===== src/rtl/sw_debounce_sync.sv =====
// sw_debounce_sync: two-flop synchroniser plus per-bit debounce with rise/fall strobes
module sw_debounce_sync #(
  parameter int WIDTH = 10,
  parameter int DEBOUNCE_CYCLES = 1000000
) (
  input  logic             CLOCK_50,
  input  logic             RESET,
  input  logic [WIDTH-1:0] SW,
  output logic [WIDTH-1:0] SW_DB,
  output logic [WIDTH-1:0] SW_RISE,
  output logic [WIDTH-1:0] SW_FALL,
  output logic             SW_CHANGED
);
  localparam int CNT_W = $clog2(DEBOUNCE_CYCLES + 1);
  localparam logic [CNT_W-1:0] LAST = CNT_W'(DEBOUNCE_CYCLES - 1);
  logic [WIDTH-1:0] sync1, sync2, expire;
  logic [CNT_W-1:0] cnt [WIDTH];
  // two-flop chain bringing the raw switches into the clock domain
  always_ff @(posedge CLOCK_50) begin
    sync1 <= RESET ? '0 : SW;
    sync2 <= RESET ? '0 : sync1;
  end
  for (genvar i = 0; i < WIDTH; i++) begin : g_bit
    assign expire[i] = (sync2[i] != SW_DB[i]) && (cnt[i] == LAST);
    // stability counter: cleared on agreement or expiry, otherwise counts the mismatch run
    always_ff @(posedge CLOCK_50)
      cnt[i] <= (RESET || sync2[i] == SW_DB[i] || expire[i]) ? '0 : cnt[i] + 1'b1;
  end
  // debounced level flips on expiry; strobes are registered alongside so they align with the flip
  always_ff @(posedge CLOCK_50) begin
    SW_DB      <= RESET ? '0 : SW_DB ^ expire;
    SW_RISE    <= RESET ? '0 : expire & sync2;
    SW_FALL    <= RESET ? '0 : expire & ~sync2;
    SW_CHANGED <= !RESET && |expire;
  end
endmodule


===== config.mk =====
export PLATFORM = sky130hd
export DESIGN_NAME = sw_debounce_sync
export DESIGN_NICKNAME = d
export VERILOG_FILES = /design/src/rtl/sw_debounce_sync.sv
export SDC_FILE = /design/constraint.sdc
export NUM_CORES = 1
export LEC_CHECK = 0
export ABC_CLOCK_PERIOD_IN_PS = 4150
export CAP_MARGIN = 25
export CELL_PAD_IN_SITES_DETAIL_PLACEMENT = 0
export CELL_PAD_IN_SITES_GLOBAL_PLACEMENT = 2
export CORE_UTILIZATION = 35
export DETAILED_ROUTE_END_ITERATION = 7
export PLACE_DENSITY = 0.7
export SYNTH_ARGS = -nofsm -noshare
export SYNTH_HDL_FRONTEND = slang
export SYNTH_SLANG_ARGS = --single-unit

===== constraint.sdc =====
create_clock -name CLOCK_50 -period 4.15 [get_ports CLOCK_50]
set_input_delay 0.83 -clock CLOCK_50 [delete_from_list [all_inputs] [get_ports CLOCK_50]]
set_output_delay 0.83 -clock CLOCK_50 [all_outputs]
set_load 0.01 [all_outputs]

==> key figures, run 1 <==
Global route
  • Largest net degree at the start of global routing: 51
  • Total GRT Usage: 13.9%
  • Initial antenna violation count: 0
  • First-pass GRT wire length: 35400 um
  • Global route total overflow: 0
  • Vias in the first global route: 7215

Place
  • Placer Congestion: 0.691
  • Pre-CTS setup slack: 1370 ps
  • Inst Count DP: 1530
  • Post-DP HPWL: 13700 um
  • Placed cell area: 11000 um^2
  • IO buf count: 42

Power and ir drop
  • Flop pwr share: 48.0%
  • Clock network power share: 51.0%
  • Max VDD drop: 0.000253 V
  • Switching power: 0.00103 W
  • Internal power: 0.00403 W
  • Sw Ratio: 20.4%
  • Gate power share: 1.0%
  • Power density over the cells: 422 nW/um^2
  • Pleak: 3.81 nW

CTS
  • CTS Sinks: 251
  • H-Tree Depth: 1
  • CTS tree: yes
  • Clock root cell: clkbuf_16
  • Post-CTS resize count: 0
  • # Post-CTS Setup Buffers: 0
  • CTS Buffer Depth: 3
  • Hold-fix buffers, CTS: 0
  • Clock transition at path regs: 60 ps
  • Cts bufs inserted: 29
  • Worst-Skew Late Latency: 540 ps

Setup path
  • Slowest-stage cell, CP: or4_1
  • CP Class: flop to flop
  • R2r startpoint: cnt[1][0]
  • Most used cell, CP: nand2_1
  • Worst EP required: 4540 ps
  • CP bufs+invs: 0
  • Flop2flop setup slack: 1540 ps
  • Critical-path cell list: ha_1 > and4_1 > nand2_1 > or4_1 > nand2_1 > nor2_1
  • Data arrival, critical path: 3000 ps
  • Crit-path max cell delay: 680 ps
  • Top delay family on crit path: simple AND/OR/NAND/NOR gates
  • Worst setup EP type: flop
  • CP startpoint: cnt[1][0]
  • Crit-path max FO: 19
  • Setup crit start kind: flop

Flow run
  • MaxCap Viol Count: 0

Cells and area
  • Fin cells: 1579
  • Area Growth Syn to Fin: 17.1%
  • N_diodes: 0
  • Fin util: 41.7%
  • NumNets Final: 1199
  • Fillers: 2855
  • Final Cell Area: 12000 um^2
  • Fraction of layout instances using a drive strength above 1: 4.77%

Logic synthesis
  • Flops & latches, synth: 251
  • Mean Syn Cell Area: 9.06 um^2
  • Sequential share of the synthesized area: 49.0%
  • Cells after synthesis: 1132
  • Post-Syn Area: 10300 um^2
  • Syn nets: 1154
  • Distinct cells, synth: 34
  • Synthesis Warnings: 0

Outcome
  • Status: finished, final reports clean

Route
  • Final Routed Wirelength: 20500 um
  • 1st-pass router iterations: 4
  • Routed WL per cell: 13.0 um
  • Vias per cell: 4.72
  • Iter 0 DRT Violations: 313
  • Routed vias: 7448
  • DRC viols: 0
  • Routed Antenna Nets: 0

Floorplanning
  • Die area: 30000 um^2
  • Row count: 62
  • Die Wd: 173 um
  • Core area: 28800 um^2
  • Top-Level Pins: 43
  • Die extent in y: 173 um
  • Starting Density: 35.6%

STA
  • Slew Viols, Final: 0
  • Fin Setup TNS: 0 ps
  • Setup violators final: 0
  • PnR worst setup slack: 1540 ps
  • Final hold violations: 0
  • RSZ-0062 raised after global routing: no
  • FMAX: 383 MHz
  • Final period utilization: 62.9%
  • Final min period: 2610 ps
  • Worst Clk Skew: 10.9 ps
  • Slew @ Worst Pin: 933 ps
  • Relative slew slack: 37.2%

Min path
  • Worst hold start: sync1[4]
  • Hold Crit Class: flop to flop
worst register-to-register path, cell delays in order (launching register included):
cell	delay [ps]
dfxtp_1	430
ha_1	250
and4_1	290
nand2_1	110
or4_1	680
nand2_1	580
nor2_1	120
registers in the layout (all words and copies together), names as in the netlist, named ones only:
| name | count |
|---|---|
| sync1 | 10 |
| sync2 | 10 |
| SW_RISE | 10 |
| SW_FALL | 10 |
| SW_CHANGED | 1 |
| cnt | 200 |
cells by family (layout without fill, tap and decap cells):
family,after synthesis,in the layout,synth area share (%)
AO/OA/AOI/OAI,6,6,0.439
adder cells (fa/ha/maj),10,10,1.22
flip-flops,251,251,49.0
buffers and inverters,46,109,1.79
AND/OR/NAND/NOR,620,620,30.5
multiplexers,9,9,0.878
XOR/XNOR,190,190,16.2
Yosys cell counts:
cell type / count / share of area [%]
o21ai_0: 1 / 0.049
or3_1: 7 / 0.43
nand2_1: 70 / 2.6
and4_1: 15 / 1.3
nor3b_1: 9 / 0.66
nor2_1: 248 / 9.1
inv_1: 17 / 0.62
or4_4: 1 / 0.11
ha_1: 10 / 1.2
mux2i_1: 9 / 0.88
clkbuf_1: 20 / 0.73
nor3_1: 30 / 1.5
and2_1: 6 / 0.37
nand4_1: 48 / 2.9
or3b_2: 1 / 0.085
or4bb_1: 1 / 0.11
dfxtp_1: 251 / 49
a41oi_1: 1 / 0.085
nand2b_1: 1 / 0.061
and3_1: 34 / 2.1
o22a_1: 3 / 0.26
nor4b_1: 26 / 2.2
nand4b_1: 1 / 0.085
or4_1: 6 / 0.44
buf_2: 9 / 0.44
nor4bb_1: 5 / 0.49
a21oi_1: 1 / 0.049
nor2b_1: 23 / 1.4
xor2_1: 88 / 7.5
or2_2: 8 / 0.49
nor4_1: 16 / 0.98
or4b_1: 1 / 0.098
xnor2_1: 102 / 8.7
nand3_1: 63 / 3.1
metal layers:
metal	up-vias	share of wire, %	track usage (%)	wire (um)
met2	85	43	22.1	8860
met1	3430	51	19.4	10500
met4	0	2.4	4.20	493
met3	35	3.1	2.20	632
li1	3898	-	-	-
met5	-	0	0	0
power by group through the flow:
stage / Clock [W] / Sequential (W) / Combinational [W]
6_report: 0.00258 / 0.00243 / 0.0000523
5_1_grt: 0.00278 / 0.00243 / 0.0000593
4_1_cts: 0.00267 / 0.00243 / 0.0000547
3_5_place_dp: 0 / 0.00248 / 0.0000547
3_3_place_gp: 0 / 0.00248 / 0.0000543
2_1_floorplan: 0 / 0.00248 / 0.0000331
final cells by class:
cell class,count,area (um^2),area share [%]
inverter,17,63.8,0.531
tap,384,480,4.00
timing repair buffer,43,423,3.52
clock buffer,37,796,6.63
clock inverter,12,171,1.43
multi-input combinational,835,5050,42.1
sequential,251,5020,41.8
per-stage QoR:
stage / hold slack, ps / power (W)
2_1_floorplan: 414 / 0.00251
3_3_place_gp: 417 / 0.00254
3_5_place_dp: 425 / 0.00254
4_1_cts: 440 / 0.00516
5_1_grt: 464 / 0.00527
6_report: 434 / 0.00506
worst paths after layout:
path / end / cells after the start
worst max-delay path: cnt[1][19] / 6
worst min register to register: sync2[4] / 1
worst min-delay path: sync2[4] / 1
worst max register to register: cnt[1][19] / 6
layout by cell type (no fill, tap or decap), types with 26 or more instances in the layout:
master / count
clkbuf_16: 29
clkdlybuf4s50_1: 41
xnor2_1: 102
nand4_1: 48
and3_1: 34
xor2_1: 88
nand3_1: 63
nand2_1: 70
dfxtp_1: 251
nor2_1: 248
nor4b_1: 26
nor3_1: 30
(Power assumes the default switching activity.)
==> inputs of run 2 (changes only) <==
==> config.mk (replaced) <==
export PLATFORM = sky130hd
export DESIGN_NAME = sw_debounce_sync
export DESIGN_NICKNAME = d
export VERILOG_FILES = /design/src/rtl/sw_debounce_sync.sv
export SDC_FILE = /design/constraint.sdc
export NUM_CORES = 1
export LEC_CHECK = 0
export ABC_CLOCK_PERIOD_IN_PS = 2110
export CAP_MARGIN = 25
export CELL_PAD_IN_SITES_DETAIL_PLACEMENT = 0
export CELL_PAD_IN_SITES_GLOBAL_PLACEMENT = 2
export CORE_UTILIZATION = 34
export DETAILED_ROUTE_END_ITERATION = 7
export PLACE_DENSITY = 0.71
export SYNTH_ARGS = -nofsm -noshare
export SYNTH_HDL_FRONTEND = slang
export SYNTH_SLANG_ARGS = --single-unit
==> constraint.sdc (replaced) <==
create_clock -name CLOCK_50 -period 2.11 [get_ports CLOCK_50]
set_input_delay 0.422 -clock CLOCK_50 [delete_from_list [all_inputs] [get_ports CLOCK_50]]
set_output_delay 0.422 -clock CLOCK_50 [all_outputs]
set_load 0.01 [all_outputs]
==> run 2 against run 1 <==
Design area rose by 4.6%. Utilization rose by 0.64 points. Register-to-register slack got worse by 1500 ps. Critical path depth fell by 2. Maximum frequency rose by 28%. First-iteration DRC count fell by 21%. Die area rose by 2.9%. Total power rose by 100%. Hold slack got worse by 220 ps. Final cell count rose by 3.8%. Largest cell class unchanged.
==> key figures, run 2 (synthesis gave the netlist of run 1 again) <==
Min path
  • Hold Crit Class: input pin to flop
  • Worst hold start: RESET

Place
  • Post-DP HPWL: 14200 um (+3.3%)
  • IO buf count: 42 (unchanged)
  • Placed cell area: 11500 um^2 (+4.1%)
  • Pre-CTS setup slack: 60.8 ps (-1310 ps)
  • Placer Congestion: 0.742 (+7.5%)
  • Inst Count DP: 1581 (+3.3%)

Global route
  • M1 GR Usage: 18.9% (-0.44 points)
  • Initial antenna violation count: 0 (unchanged)
  • Total GRT Usage: 13.9% (about the same)
  • GR Layer Usage met3: 2.92% (+0.72 points)
  • Vias in the first global route: 7453 (+3.3%)
  • First-pass GRT wire length: 35900 um (+1.6%)
  • Largest net degree at the start of global routing: 34 (-33%)
  • Global route total overflow: 0 (unchanged)
  • Busiest grt layer: met2
  • GR Util met2: 22.0% (-0.091 points)

STA
  • Fin Setup TNS: 0 ps (unchanged)
  • Worst Clk Skew: 7.44 ps (-3.44 ps)
  • FMAX: 488 MHz (+28%)
  • Final hold violations: 0 (unchanged)
  • Relative slew slack: 60.0% (+23 points)
  • Setup violators final: 0 (unchanged)
  • Final period utilization: 97.1% (+34 points)
  • Slew Viols, Final: 0 (unchanged)
  • Slew @ Worst Pin: 595 ps (-338 ps)
  • PnR worst setup slack: 62.2 ps (-1480 ps)
  • RSZ-0062 raised after global routing: yes
  • Final min period: 2050 ps (-564 ps)

Power and ir drop
  • Pleak: 4.14 nW (+8.6%)
  • Sw Ratio: 21.0% (+0.56 points)
  • Power density over the cells: 807 nW/um^2 (+91%)
  • Flop pwr share: 47.1% (-0.9 points)
  • Internal power: 0.00801 W (+99%)
  • Max VDD drop: 0.000647 V (+160%)
  • Switching power: 0.00213 W (+110%)
  • Clock network power share: 51.5% (+0.5 points)
  • Gate power share: 1.3% (+0.3 points)
  • Overall power: 0.0101 W (+100%)

Setup path
  • Worst setup EP type: flop
  • CP startpoint: cnt[2][13]
  • Data arrival, critical path: 2520 ps (-480 ps)
  • CP Class: flop to flop
  • Setup crit start kind: flop
  • Crit-path max FO: 4 (-15)
  • Worst EP required: 2580 ps (-1960 ps)
  • R2r startpoint: cnt[2][13]

Route
  • Vias per cell: 4.60 (-2.4%)
  • Iter 0 DRT Violations: 246 (-21%)
  • DRC viols: 0 (unchanged)
  • Routed WL per cell: 12.6 um (-2.6%)
  • Routed Antenna Nets: 0 (unchanged)
  • 1st-pass router iterations: 4 (unchanged)
  • Final Routed Wirelength: 20700 um (+1.1%)
  • Routed vias: 7542 (+1.3%)

Floorplanning
  • Core area: 29600 um^2 (+3.0%)
  • Top-Level Pins: 43 (unchanged)
  • Die Wd: 176 um (+1.4%)
  • Die area: 30900 um^2 (+2.9%)
  • Starting Density: 34.6% (-1.0 points)
  • Row count: 63 (+1.6%)
  • Die extent in y: 176 um (+1.4%)

CTS
  • CTS Buffer Depth: 3 (unchanged)
  • Worst-Skew Late Latency: 550 ps (about the same)
  • Clock transition at path regs: 60 ps (about the same)
  • CTS Sinks: 251 (unchanged)
  • Hold-fix buffers, CTS: 0 (unchanged)
  • Cts bufs inserted: 30 (+3.4%)
  • CTS tree: yes
  • Clock root cell: clkbuf_16
  • H-Tree Depth: 1 (unchanged)

Cells and area
  • Fillers: 3016 (+5.6%)
  • Fraction of layout instances using a drive strength above 1: 9.37% (+4.6 points)
  • Register area: 5020 um^2 (unchanged)
  • NumNets Final: 1247 (+4.0%)
  • Commonest non-fill, non-tap cells in the layout: 251 x dfxtp_1, 248 x nor2_1, 102 x xnor2_1
  • Fin cells: 1639 (+3.8%)
  • Final Cell Area: 12600 um^2 (+4.6%)
  • Multi-input logic area: 5080 um^2 (+0.57%)
  • Max reg flops: 200 (unchanged)
  • Area Growth Syn to Fin: 22.4%
  • Leading cell type in the layout, fill and taps excluded: dfxtp_1
  • Top reg by flops: cnt
  • N_diodes: 0 (unchanged)

Outcome
  • Status: finished, final reports clean

Flow run
  • MaxCap Viol Count: 0 (unchanged)
## run 2: cell count changes in the layout (fill, tap and decap cells not counted), sizes merged
cell,delta
buf,+47
clkinv,+5
clkbuf,+3
bufinv,-1
## run 2: final timing paths
path	end	slack [ps]	cells past startpoint
setup / recovery	SW_RISE[2]	60	4
hold / removal	flop	210	2
setup reg to reg	SW_RISE[2]	60	4
hold reg to reg	sync2[0]	430	1
## run 2: routing by layer
layer / up-vias / part of all wire (%)
li1: 4006 / -
met5: - / 0
met2: 78 / 44
met4: 0 / 2.5
met3: 37 / 3.9
met1: 3421 / 50
## run 2: critical path: stages (launching register included)
cell and delay [ps]:
dfxtp_1 300, or4_1 510, or4_4 570, or3_1 380
nor3b_1 200
## run 2: what timing repair did
item | in CTS | in global routing
gates resized for setup | 0 | 5
endpoints found under the setup margin | 0 | 47
setup buffers | 0 | 2
endpoints found under the hold margin | 0 | 0
## run 2: per-stage QoR
step | util, % | hold WS [ps]
after CTS | 42.2 | 167
after floorplan | - | 414
after detailed placement | 38.8 | 424
after global placement | 38.8 | 420
after global routing | 42.4 | 211
final | 42.4 | 210
## run 2: layout make-up
| type | count | share of cell area (%) |
|---|---|---|
| Clock buffer | 40 | 6.76 |
| Clock inverter | 16 | 1.41 |
| Inverter | 17 | 0.508 |
| Multi-Input combinational cell | 835 | 40.4 |
| Sequential cell | 251 | 40.0 |
| Tap cell | 390 | 3.89 |
| Timing Repair Buffer | 90 | 6.97 |
## run 2: power groups by stage
stage | logic (W) | registers [W] | clock network, W
after global routing | 0.000147 | 0.00478 | 0.00561
final | 0.000132 | 0.00478 | 0.00523
after global placement | 0.000135 | 0.00488 | 0
after CTS | 0.000135 | 0.00478 | 0.00544
after detailed placement | 0.000135 | 0.00488 | 0
after floorplan | 0.0000654 | 0.00488 | 0
